===== src/rtl/cronometro_pkg.sv =====
// Shared types and constants for the cronometro stopwatch core.
package cronometro_pkg;

  typedef enum logic [1:0] {
    ST_IDLE  = 2'd0,
    ST_RUN   = 2'd1,
    ST_PAUSE = 2'd2,
    ST_FULL  = 2'd3
  } state_t;

  typedef logic [3:0] bcd_t;

  localparam int SEG_U_MAX = 9;
  localparam int SEG_D_MAX = 5;

  // Two-digit BCD encoding of a 0..99 integer, {tens, units}.
  function automatic logic [7:0] to_bcd2(input int v);
    bcd_t tens;
    bcd_t units;
    tens  = bcd_t'(v / 10);
    units = bcd_t'(v % 10);
    return {tens, units};
  endfunction

endpackage


===== src/rtl/cronometro_bcd_digit.sv =====
// Single BCD digit modulo counter; value registered, carry is combinational on inc at MODULO-1.
// clr has priority over inc.
module cronometro_bcd_digit
  import cronometro_pkg::*;
#(
  parameter int MODULO = 10
) (
  input  logic       clk,
  input  logic       rst_n,
  input  logic       inc,
  input  logic       clr,
  output logic [3:0] value,
  output logic       carry
);

  bcd_t value_q;
  bcd_t value_d;

  assign carry = inc && (value_q == bcd_t'(MODULO - 1));

  always_comb begin
    value_d = value_q;
    if (clr) begin
      value_d = '0;
    end else if (inc) begin
      value_d = carry ? '0 : value_q + 4'd1;
    end
  end

  always_ff @(posedge clk or negedge rst_n) begin
    if (!rst_n) begin
      value_q <= '0;
    end else begin
      value_q <= value_d;
    end
  end

  assign value = value_q;

endmodule


===== src/rtl/cronometro_contador.sv =====
// Stopwatch core: BCD mm:ss counting on 1 Hz tick with run/pause/saturate control, 1-cycle latency.
// Optional display hold (lap) enabled by macro CRONOMETRO_LAP_EN.
module cronometro_contador
  import cronometro_pkg::*;
#(
  parameter int MAX_MINUTES = 59
) (
  input  logic       clk,
  input  logic       rst_n,
  input  logic       tick,
  input  logic       start_stop,
  input  logic       clear,
  input  logic       lap,
  output logic [3:0] seg_u,
  output logic [3:0] seg_d,
  output logic [3:0] min_u,
  output logic [3:0] min_d,
  output logic       running,
  output logic       overflow,
  output logic       lap_active
);

  localparam logic [7:0] MAX_BCD = to_bcd2(MAX_MINUTES);

  state_t state_q, state_d;
  logic   running_q, running_d;
  logic   overflow_q, overflow_d;

  bcd_t su_v, sd_v, mu_v, md_v;
  logic su_c, sd_c, mu_c, md_c;
  logic at_max;
  logic inc_en;
  logic [15:0] live;

  assign live   = {md_v, mu_v, sd_v, su_v};
  assign at_max = (live[15:8] == MAX_BCD) && (live[7:0] == 8'h59);
  assign inc_en = (state_q == ST_RUN) && tick && !at_max && !clear;

  cronometro_bcd_digit #(.MODULO(SEG_U_MAX + 1)) u_seg_u (
    .clk(clk), .rst_n(rst_n), .inc(inc_en), .clr(clear), .value(su_v), .carry(su_c)
  );
  cronometro_bcd_digit #(.MODULO(SEG_D_MAX + 1)) u_seg_d (
    .clk(clk), .rst_n(rst_n), .inc(su_c), .clr(clear), .value(sd_v), .carry(sd_c)
  );
  cronometro_bcd_digit #(.MODULO(10)) u_min_u (
    .clk(clk), .rst_n(rst_n), .inc(sd_c), .clr(clear), .value(mu_v), .carry(mu_c)
  );
  // Minutes tens never carries out since MAX_MINUTES <= 99 saturates first.
  cronometro_bcd_digit #(.MODULO(10)) u_min_d (
    .clk(clk), .rst_n(rst_n), .inc(mu_c), .clr(clear), .value(md_v), .carry(md_c)
  );

  always_ff @(posedge clk or negedge rst_n) begin
    if (!rst_n) begin
      state_q    <= ST_IDLE;
      running_q  <= 1'b0;
      overflow_q <= 1'b0;
    end else begin
      state_q    <= state_d;
      running_q  <= running_d;
      overflow_q <= overflow_d;
    end
  end

  always_comb begin
    state_d = state_q;
    if (clear) begin
      state_d = ST_IDLE;
    end else begin
      case (state_q)
        ST_IDLE:  if (start_stop) state_d = ST_RUN;
        ST_RUN: begin
          if (tick && at_max) state_d = ST_FULL;
          else if (start_stop) state_d = ST_PAUSE;
        end
        ST_PAUSE: if (start_stop) state_d = ST_RUN;
        default:  state_d = state_q;
      endcase
    end
  end

  always_comb begin
    running_d  = (state_d == ST_RUN);
    overflow_d = (state_d == ST_FULL);
  end

  assign running  = running_q;
  assign overflow = overflow_q;

`ifdef CRONOMETRO_LAP_EN
  logic        hold_q, hold_d;
  logic [15:0] frz_q, frz_d;
  logic [15:0] disp;

  always_comb begin
    hold_d = hold_q;
    frz_d  = frz_q;
    if (clear) begin
      hold_d = 1'b0;
    end else if (lap) begin
      if ((state_q == ST_RUN) && !hold_q) begin
        hold_d = 1'b1;
        frz_d  = live;
      end else begin
        hold_d = 1'b0;
      end
    end
  end

  always_ff @(posedge clk or negedge rst_n) begin
    if (!rst_n) begin
      hold_q <= 1'b0;
      frz_q  <= '0;
    end else begin
      hold_q <= hold_d;
      frz_q  <= frz_d;
    end
  end

  assign disp       = hold_q ? frz_q : live;
  assign lap_active = hold_q;
`else
  logic [15:0] disp;
  logic        unused_lap;

  assign unused_lap = lap ^ md_c;
  assign disp       = live;
  assign lap_active = 1'b0;
`endif

  assign {min_d, min_u, seg_d, seg_u} = disp;

endmodule


===== config.mk =====
export PLATFORM = sky130hd
export DESIGN_NAME = cronometro_contador
export DESIGN_NICKNAME = d
export VERILOG_FILES = /design/src/rtl/cronometro_pkg.sv /design/src/rtl/cronometro_bcd_digit.sv /design/src/rtl/cronometro_contador.sv
export SDC_FILE = /design/constraint.sdc
export NUM_CORES = 1
export LEC_CHECK = 0
export CORE_MARGIN = 8
export CORE_UTILIZATION = 40
export DETAILED_ROUTE_END_ITERATION = 6
export PLACE_DENSITY = 0.66
export SLEW_MARGIN = 10
export SYNTH_ARGS = -nofsm -noshare
export SYNTH_HDL_FRONTEND = slang
export SYNTH_HIERARCHICAL = 1
export SYNTH_SLANG_ARGS = --single-unit

===== constraint.sdc =====
create_clock -name clk -period 3.1 [get_ports clk]
set_input_delay 0.31 -clock clk [delete_from_list [all_inputs] [get_ports clk]]
set_output_delay 0.31 -clock clk [all_outputs]
set_load 0.01 [all_outputs]

# After elaboration in Yosys (flattened, before gate mapping)

Cells that the tools add are included.

Output and inout port bits: 19
Flip-flop bits (word level): 20

Reduce and logical (&&, ||, !) cells: 17
Mux-type cells: 17
Eq/ne operators: 10
Add/subtract/negate cells: 4

Operators by type and width:

| kind                                                | count |
|---|---|
| two-way mux 4 bit                                   | 12 |
| adder 4 x 1 -> 4 bit, second input constant         | 4 |
| equality test 8 x 7 -> 1 bit, second input constant | 2 |
| equality test 4 bit, second input constant          | 3 |
| logical AND 1 bit                                   | 9 |
| two-way mux 2 bit                                   | 4 |
| nonzero test 2 bit                                  | 4 |
| equality test 2 x 1 -> 1 bit, second input constant | 2 |
| equality test 2 bit, second input constant          | 2 |
| equality test 4 x 3 -> 1 bit, second input constant | 1 |
| case mux 2 bit (2 select lines)                     | 1 |
| zero test 1 bit                                     | 2 |
| zero test 2 bit                                     | 1 |
| OR reduction 2 bit                                  | 1 |

# Longest topological paths before layout

Gate-level depths: netlist of the first run.

Depth after elaboration: 12
Depth in mapped cells: 11
Mapped depth without buffers: 11

# By module

Netlist of the first run, hierarchy kept.

Modules (own cells, without submodules):

| module                             | instances | cells each | area an instance (um^2) | sequential area each (um^2) |
|---|---|---|---|---|
| cronometro_bcd_digit (u_min_d ...) | 3         | 26         | 237.7                   | 100.1 |
| cronometro_contador                | 1         | 27         | 282.8                   | 100.1 |
| cronometro_bcd_digit (u_seg_d)     | 1         | 25         | 234.0                   | 100.1 |

# Worst setup path before layout of the first run

OpenSTA, ideal clock, no wires.

Path kind: register to register
From: reg u_min_u.value_q[0], in the netlist u_min_u/value[0]
To: reg u_min_d.value_q[2], in the netlist u_min_d/value[2]
Setup time: 0.073 ns
Data arrival time: 2.593 ns
Clock period less this slack: 2.666 ns
Setup slack: 0.434 ns
Cell stages (with the launch flop): 12
Data required time: 3.027 ns
Path through: dfrtp_1 -> and4bb_2 -> nand4_2 -> nor3b_1 -> inv_1 -> nor2_1 -> and2_1 -> inv_1 -> nor2_1 -> nand2_1 -> a211o_1 -> a21oi_2

Cells in the longest elaborated chain, start to end: 12

Ends and longest elaborated chain:

| item                             | RTL line                   | text |
|---|---|---|
| start: declaration               | cronometro_bcd_digit.sv:16 | `bcd_t value_q;` |
| start signal: assignment         | cronometro_bcd_digit.sv:34 | `value_q <= value_d;` |
| equality test 8 x 7 -> 1 bit *   | cronometro_contador.sv:36  | `assign at_max = (live[15:8] == MAX_BCD) && (live[7:0] == 8'h59);` |
| logical AND 1 bit *              | cronometro_contador.sv:36  |  |
| zero test 1 bit *                | cronometro_contador.sv:37  | `assign inc_en = (state_q == ST_RUN) && tick && !at_max && !clear;` |
| logical AND 1 bit * (2 in a row) | cronometro_contador.sv:37  |  |
| via inc_en                       | cronometro_contador.sv:32  | `logic inc_en;` |
| logical AND 1 bit *              | cronometro_bcd_digit.sv:19 | `assign carry = inc && (value_q == bcd_t'(MODULO - 1));` |
| via su_c                         | cronometro_contador.sv:30  | `logic su_c, sd_c, mu_c, md_c;` |
| logical AND 1 bit *              | cronometro_bcd_digit.sv:19 |  |
| via sd_c                         | cronometro_contador.sv:30  |  |
| logical AND 1 bit *              | cronometro_bcd_digit.sv:19 |  |
| via mu_c                         | cronometro_contador.sv:30  |  |
| logical AND 1 bit                | cronometro_bcd_digit.sv:19 |  |
| two-way mux 4 bit                | cronometro_bcd_digit.sv:26 | `value_d = carry ? '0 : value_q + 4'd1;` |
| two-way mux 4 bit                | cronometro_bcd_digit.sv:25 | `end else if (inc) begin` |
| two-way mux 4 bit                | cronometro_bcd_digit.sv:23 | `if (clr) begin` |
| end signal: assignment           | cronometro_bcd_digit.sv:34 |  |
| end: declaration                 | cronometro_bcd_digit.sv:16 |  |

The timed path passes the listed nets; every way through them passes the cells marked *. The select of a mux whose other input is x is not followed.
A chain may end at the register's enable or synchronous reset.

# Final worst setup path of the first run

Same ends and word-level chain as after synthesis.

==> flow_summary.ini, run 1 <==
[sta]
worst_slew_pin_slew_ns = 0.930
timing.setup.tns_ns = 0
min_period_ns = 2.70
finalSetupViolCount = 0
grt_setup_unrepaired = false
finalHoldViolations = 0
fmax_mhz = 370
fin_crit_sh_pct = 87.2
finClkSkew_ns = 0.00277
drv_slew = 0
maxSlewHeadroom_pct = 37.8

[worst_setup_path]
end_kind = flip-flop
critPathKind = flip-flop to flip-flop
cp-start-kind = flip-flop
r2r_cells = 11
crit_required_ns = 3.34
crit_path_start = u_min_u/value[0]$_DFFE_PN0P_
arrival_ns = 2.94
regToRegStartpoint = u_min_u/value[0]$_DFFE_PN0P_
cp_max_fo = 8

[drt]
initialDrtViolationCount = 39
first_pass_iters = 4
drc = 0
dr_total_vias = 1044
wl_per_cell_um = 14.5
wl_um = 2760
ant_nets = 0
viasPerCell = 5.49

[die]
fp-row-count = 20
initial_core_util_pct = 41.2
core_area_sq_um = 2980
die-area_sq_um = 5090
die_w_um = 71.4
die_height_um = 71.4
ios = 25

[clocking]
clockBufferDepth = 2
cts_resized = 0
clkLatencyLatePin_ns = 0.30
h-tree-depth = 1
holdBufCountCts = 0
cts_tree = done
cts_setup_buffers = 0
clkTransAtPathRegs_ns = 0.11
cts_num_sinks = 20
cts_buffers = 3
root_buffer = clkbuf_4

[pwr]
switchingPower_uw = 104
power_leakage_uw = 0.000605
seqPwrFrac_pct = 58.8
ir_worst_vdd_mv = 0.245
clockPowerShare_pct = 33.0
switching_share_pct = 22.8
totalPowerFinal_uw = 457
p_per_area_nw_per_um2 = 297
internal_power_uw = 353
comb_power_share_pct = 8.3

[yosys]
synthCells = 129
syn_nets = 143
syn_area_per_cell_sq_um = 9.51
netlist_area_sq_um = 1230
ys_warn_count = 6

[final_layout]
final_nets = 172
final_common_cell = clkdlybuf4s50_1
diodes = 0
final_area_sq_um = 1540
fin_cells = 190
syn2layout_area_growth_pct = 25.5
final_cell_mix = clkdlybuf4s50_1 (22), dfrtp_1 (20), nand2_1 (19)
layout-drive-gt1-share_pct = 10.8

[run_status]
status = complete, no violations

[job]
maxCapViolCount = 0

[grt]
grt_pass1_vias = 1079
grt_max_degree = 23
gr-total-overflow = 0
grt.total_usage_pct = 11.5
antenna_found_initial = 0
grt_first_pass_wirelength_um = 4840

[place]
port_buffers = 22
dp_hpwl_um = 2030
dp.cells = 186
place.gp.congestion = 0.769
placed_area_sq_um = 1500

[worst_hold_path]
hold_class = input port to async pin
[sequential cells by signal, summed over array words and instances, names as in the netlist]
| signal | cells |
|---|---|
| overflow | 1 |
| u_seg_u/value | 4 |
| state_q | 2 |
| u_seg_d/value | 4 |
| u_min_d/value | 4 |
| u_min_u/value | 4 |
| running | 1 |
[power groups by stage]
stage	logic, uW	registers [uW]	clock network, uW
after CTS	38.3	269	161
after floorplan	13.9	274	0
final	37.7	269	151
after global placement	37.4	273	0
after detailed placement	38.1	274	0
after global routing	41.8	269	171
[final timing paths]
kind	endpoint	slack, ns
worst max register to register	u_min_d/value[2]$_DFFE_PN0P_	0.40
worst max-delay path	u_min_d/value[2]$_DFFE_PN0P_	0.40
max in group asynchronous	state_q[0]$_DFF_PN0_	2.01
min in group clk	u_seg_d/value[3]$_DFFE_PN0P_	0.58
worst min-delay path	u_min_u/value[3]$_DFFE_PN0P_	0.52
worst min register to register	u_seg_d/value[3]$_DFFE_PN0P_	0.58
[per-stage QoR]
| stage | setup WS [ns] | hold WS [ns] | util, % |
|---|---|---|---|
| after CTS | 0.349 | 0.543 | 51.7 |
| after detailed placement | 0.285 | 0.566 | 50.5 |
| after global routing | 0.0737 | 0.576 | 51.7 |
| after global placement | 0.413 | 0.561 | 50.5 |
| final | 0.395 | 0.519 | 51.7 |
| after floorplan | 0.434 | 0.0144 | - |
[critical path: stages (launching register included)]
cell and delay (ns):
dfrtp_1 0.48, and4bb_2 0.28, nand4_2 0.14, nor3b_1 0.28
inv_1 0.11, nor2_1 0.15, and2_1 0.24, inv_1 0.09
nor2_1 0.32, nand2_1 0.13, a211o_1 0.29, a21oi_2 0.11
[area by class of cell]
class                   count  area, sq um
flip-flops and latches     20          500
clock buffers               4         36.3
multi-input cells          99          684
inverters                   9         33.8
well taps                  33         41.3
repair buffers             25          243
fillers                   290         1440
[layer usage]
| layer | vias to the layer above | GRT usage [%] | share of wire, % |
|---|---|---|---|
| met5 | - | 0 | 0 |
| met4 | 0 | 1.39 | 0.51 |
| met3 | 2 | 4.74 | 6.5 |
| met2 | 23 | 19.1 | 47 |
| met1 | 496 | 13.8 | 46 |
| li1 | 523 | - | - |
No activity file was read; power rests on OpenSTA's default activity.
==> inputs of run 2 (changes only) <==
==> constraint.sdc (replaced) <==
create_clock -name clk -period 3 [get_ports clk]
set_input_delay 0.3 -clock clk [delete_from_list [all_inputs] [get_ports clk]]
set_output_delay 0.3 -clock clk [all_outputs]
set_load 0.01 [all_outputs]
==> run 2 against run 1 <==
Effect of this change:
- sequential cell count stayed put
- cell count stayed put
- register-to-register slack worse by 0.02 ns
- die area stayed put
- power is 18% higher
- count of clock-buffer cells in the layout is 1 lower
- wire length hardly changed
- final area is 1.2% higher
- first-iteration DRC count is 62% higher
==> flow_summary.ini, run 2 (synthesis results as in run 1) <==
[die]
fp-row-count = 20
die_w_um = 71.4
initial_core_util_pct = 41.2
core_area_sq_um = 2980
die-area_sq_um = 5090
ios = 25
die_height_um = 71.4

[place]
place.gp.congestion = 0.765
dp_hpwl_um = 1980
placed_area_sq_um = 1500
port_buffers = 22

[grt]
grt.total_usage_pct = 11.3
antenna_found_initial = 0
grt_pass1_vias = 1059
gr-total-overflow = 0
grt_first_pass_wirelength_um = 4780
grt_max_degree = 23

[drt]
viasPerCell = 5.59
first_pass_iters = 4
initialDrtViolationCount = 63
drc = 0
wl_per_cell_um = 14.5
ant_nets = 0
wl_um = 2760
dr_total_vias = 1063

[final_layout]
final_common_cell = clkdlybuf4s50_1
nFillCells = 281
final_nets = 172
diodes = 0
layout-drive-gt1-share_pct = 11.5
final_cell_mix = clkdlybuf4s50_1 (22), dfrtp_1 (20), nand2_1 (19)
multi_input_area_sq_um = 687
seqCellArea_sq_um = 500
syn2layout_area_growth_pct = 27.0
final_area_sq_um = 1560

[worst_setup_path]
end_kind = flip-flop
arrival_ns = 2.88
cp-start-kind = flip-flop
rr_endpoint = u_min_d/value[2]$_DFFE_PN0P_
rrSetupSlack_ns = 0.37
cp_max_fo = 8
crit_required_ns = 3.25
r2r_cells = 11
regToRegStartpoint = u_min_u/value[0]$_DFFE_PN0P_
critPathKind = flip-flop to flip-flop

[sta]
finalSetupViolCount = 0
timing.setup.tns_ns = 0
worst_slew_pin_slew_ns = 0.926
fmax_mhz = 380
finClkSkew_ns = 0.0174
min_period_ns = 2.63
drv_slew = 0
finalHoldViolations = 0
grt_setup_unrepaired = false
maxSlewHeadroom_pct = 38.1
fin_crit_sh_pct = 87.6

[clocking]
clkTransAtPathRegs_ns = 0.13
cts_setup_buffers = 0
clockBufferDepth = 2
cts_tree = done
root_buffer = clkbuf_4
cts_buffers = 3
clkLatencyLatePin_ns = 0.31
h-tree-depth = 1
holdBufCountCts = 0
cts_num_sinks = 20

[pwr]
ir_worst_vdd_mv = 0.253
power_leakage_uw = 0.000612
totalPowerFinal_uw = 538
p_per_area_nw_per_um2 = 345

[job]
maxCapViolCount = 0

[run_status]
status = complete, no violations

[worst_hold_path]
hold_class = input port to async pin
==> run 2: cell count changes in the layout (fill, tap and decap cells not counted) <==
cell | before | now
bufinv_16 | 0 | 1
clkbuf_8 | 1 | 0
nor2_1 | 7 | 6
nor2_2 | 0 | 1
==> run 2: what timing repair did <==
| item | CTS | global route |
|---|---|---|
| endpoints found under the hold margin | 0 | 0 |
| setup endpoints to repair | 0 | 2 |
| resized for setup | 0 | 1 |
==> run 2: worst max path at each step <==
stage	slack, ns	start	depth (start not counted)	endpoint
6_report	0.37	u_min_u/value[0]$_DFFE_PN0P_	11	u_min_d/value[2]$_DFFE_PN0P_
5_1_grt	0.09	u_min_u/value[0]$_DFFE_PN0P_	11	u_min_d/value[2]$_DFFE_PN0P_
4_1_cts	0.25	u_min_u/value[0]$_DFFE_PN0P_	11	u_min_d/value[2]$_DFFE_PN0P_
3_5_place_dp	0.18	clear	12	u_min_d/value[2]$_DFFE_PN0P_
3_3_place_gp	0.33	clear	12	u_min_d/value[2]$_DFFE_PN0P_
2_1_floorplan	0.33	u_min_u/value[0]$_DFFE_PN0P_	11	u_min_d/value[2]$_DFFE_PN0P_
==> run 2: area by class of cell <==
cell class                 instances  share of cell area, %
inverter                           9                   2.17
multi-input combinational         99                   44.1
sequential                        20                   32.1
clock buffer                       3                   1.45
timing repair buffer              25                   15.6
clock inverter                     1                   1.93
tap                               33                   2.65
==> run 2: metrics by stage <==
stage / utilization [%] / setup WS (ns) / hold slack [ns] / instances
after detailed placement: 50.5 / 0.184 / 0.565 / 186
final: 52.3 / 0.371 / 0.492 / 190
after CTS: 52.2 / 0.253 / 0.526 / 190
after global routing: 52.3 / 0.0897 / 0.563 / 190
after floorplan: - / 0.334 / 0.00441 / 129
after global placement: 50.5 / 0.325 / 0.561 / 186
==> run 2: routing by layer <==
layer  up-vias  global-route usage (%)  wire [um]
met5         -                       0          0
met4         0                    1.39         14
met3         2                    4.88        178
met2        21                    18.7       1270
met1       516                    13.6       1300
li1        524                       -          -
==> run 2: report_power, final <==
group | switching [uW] | internal, uW
sequential | 4.22 | 273
combinational | 22.0 | 17.0
clock | 86.5 | 135
==> run 2: critical path, stage by stage (launching register included) <==
cell and delay (ns):
dfrtp_1 0.48, and4bb_2 0.28, nand4_2 0.14, nor3b_1 0.29
inv_1 0.12, nor2_1 0.16, and2_1 0.25, inv_1 0.11
nor2_2 0.24, nand2_1 0.11, a211o_1 0.28, a21oi_2 0.11
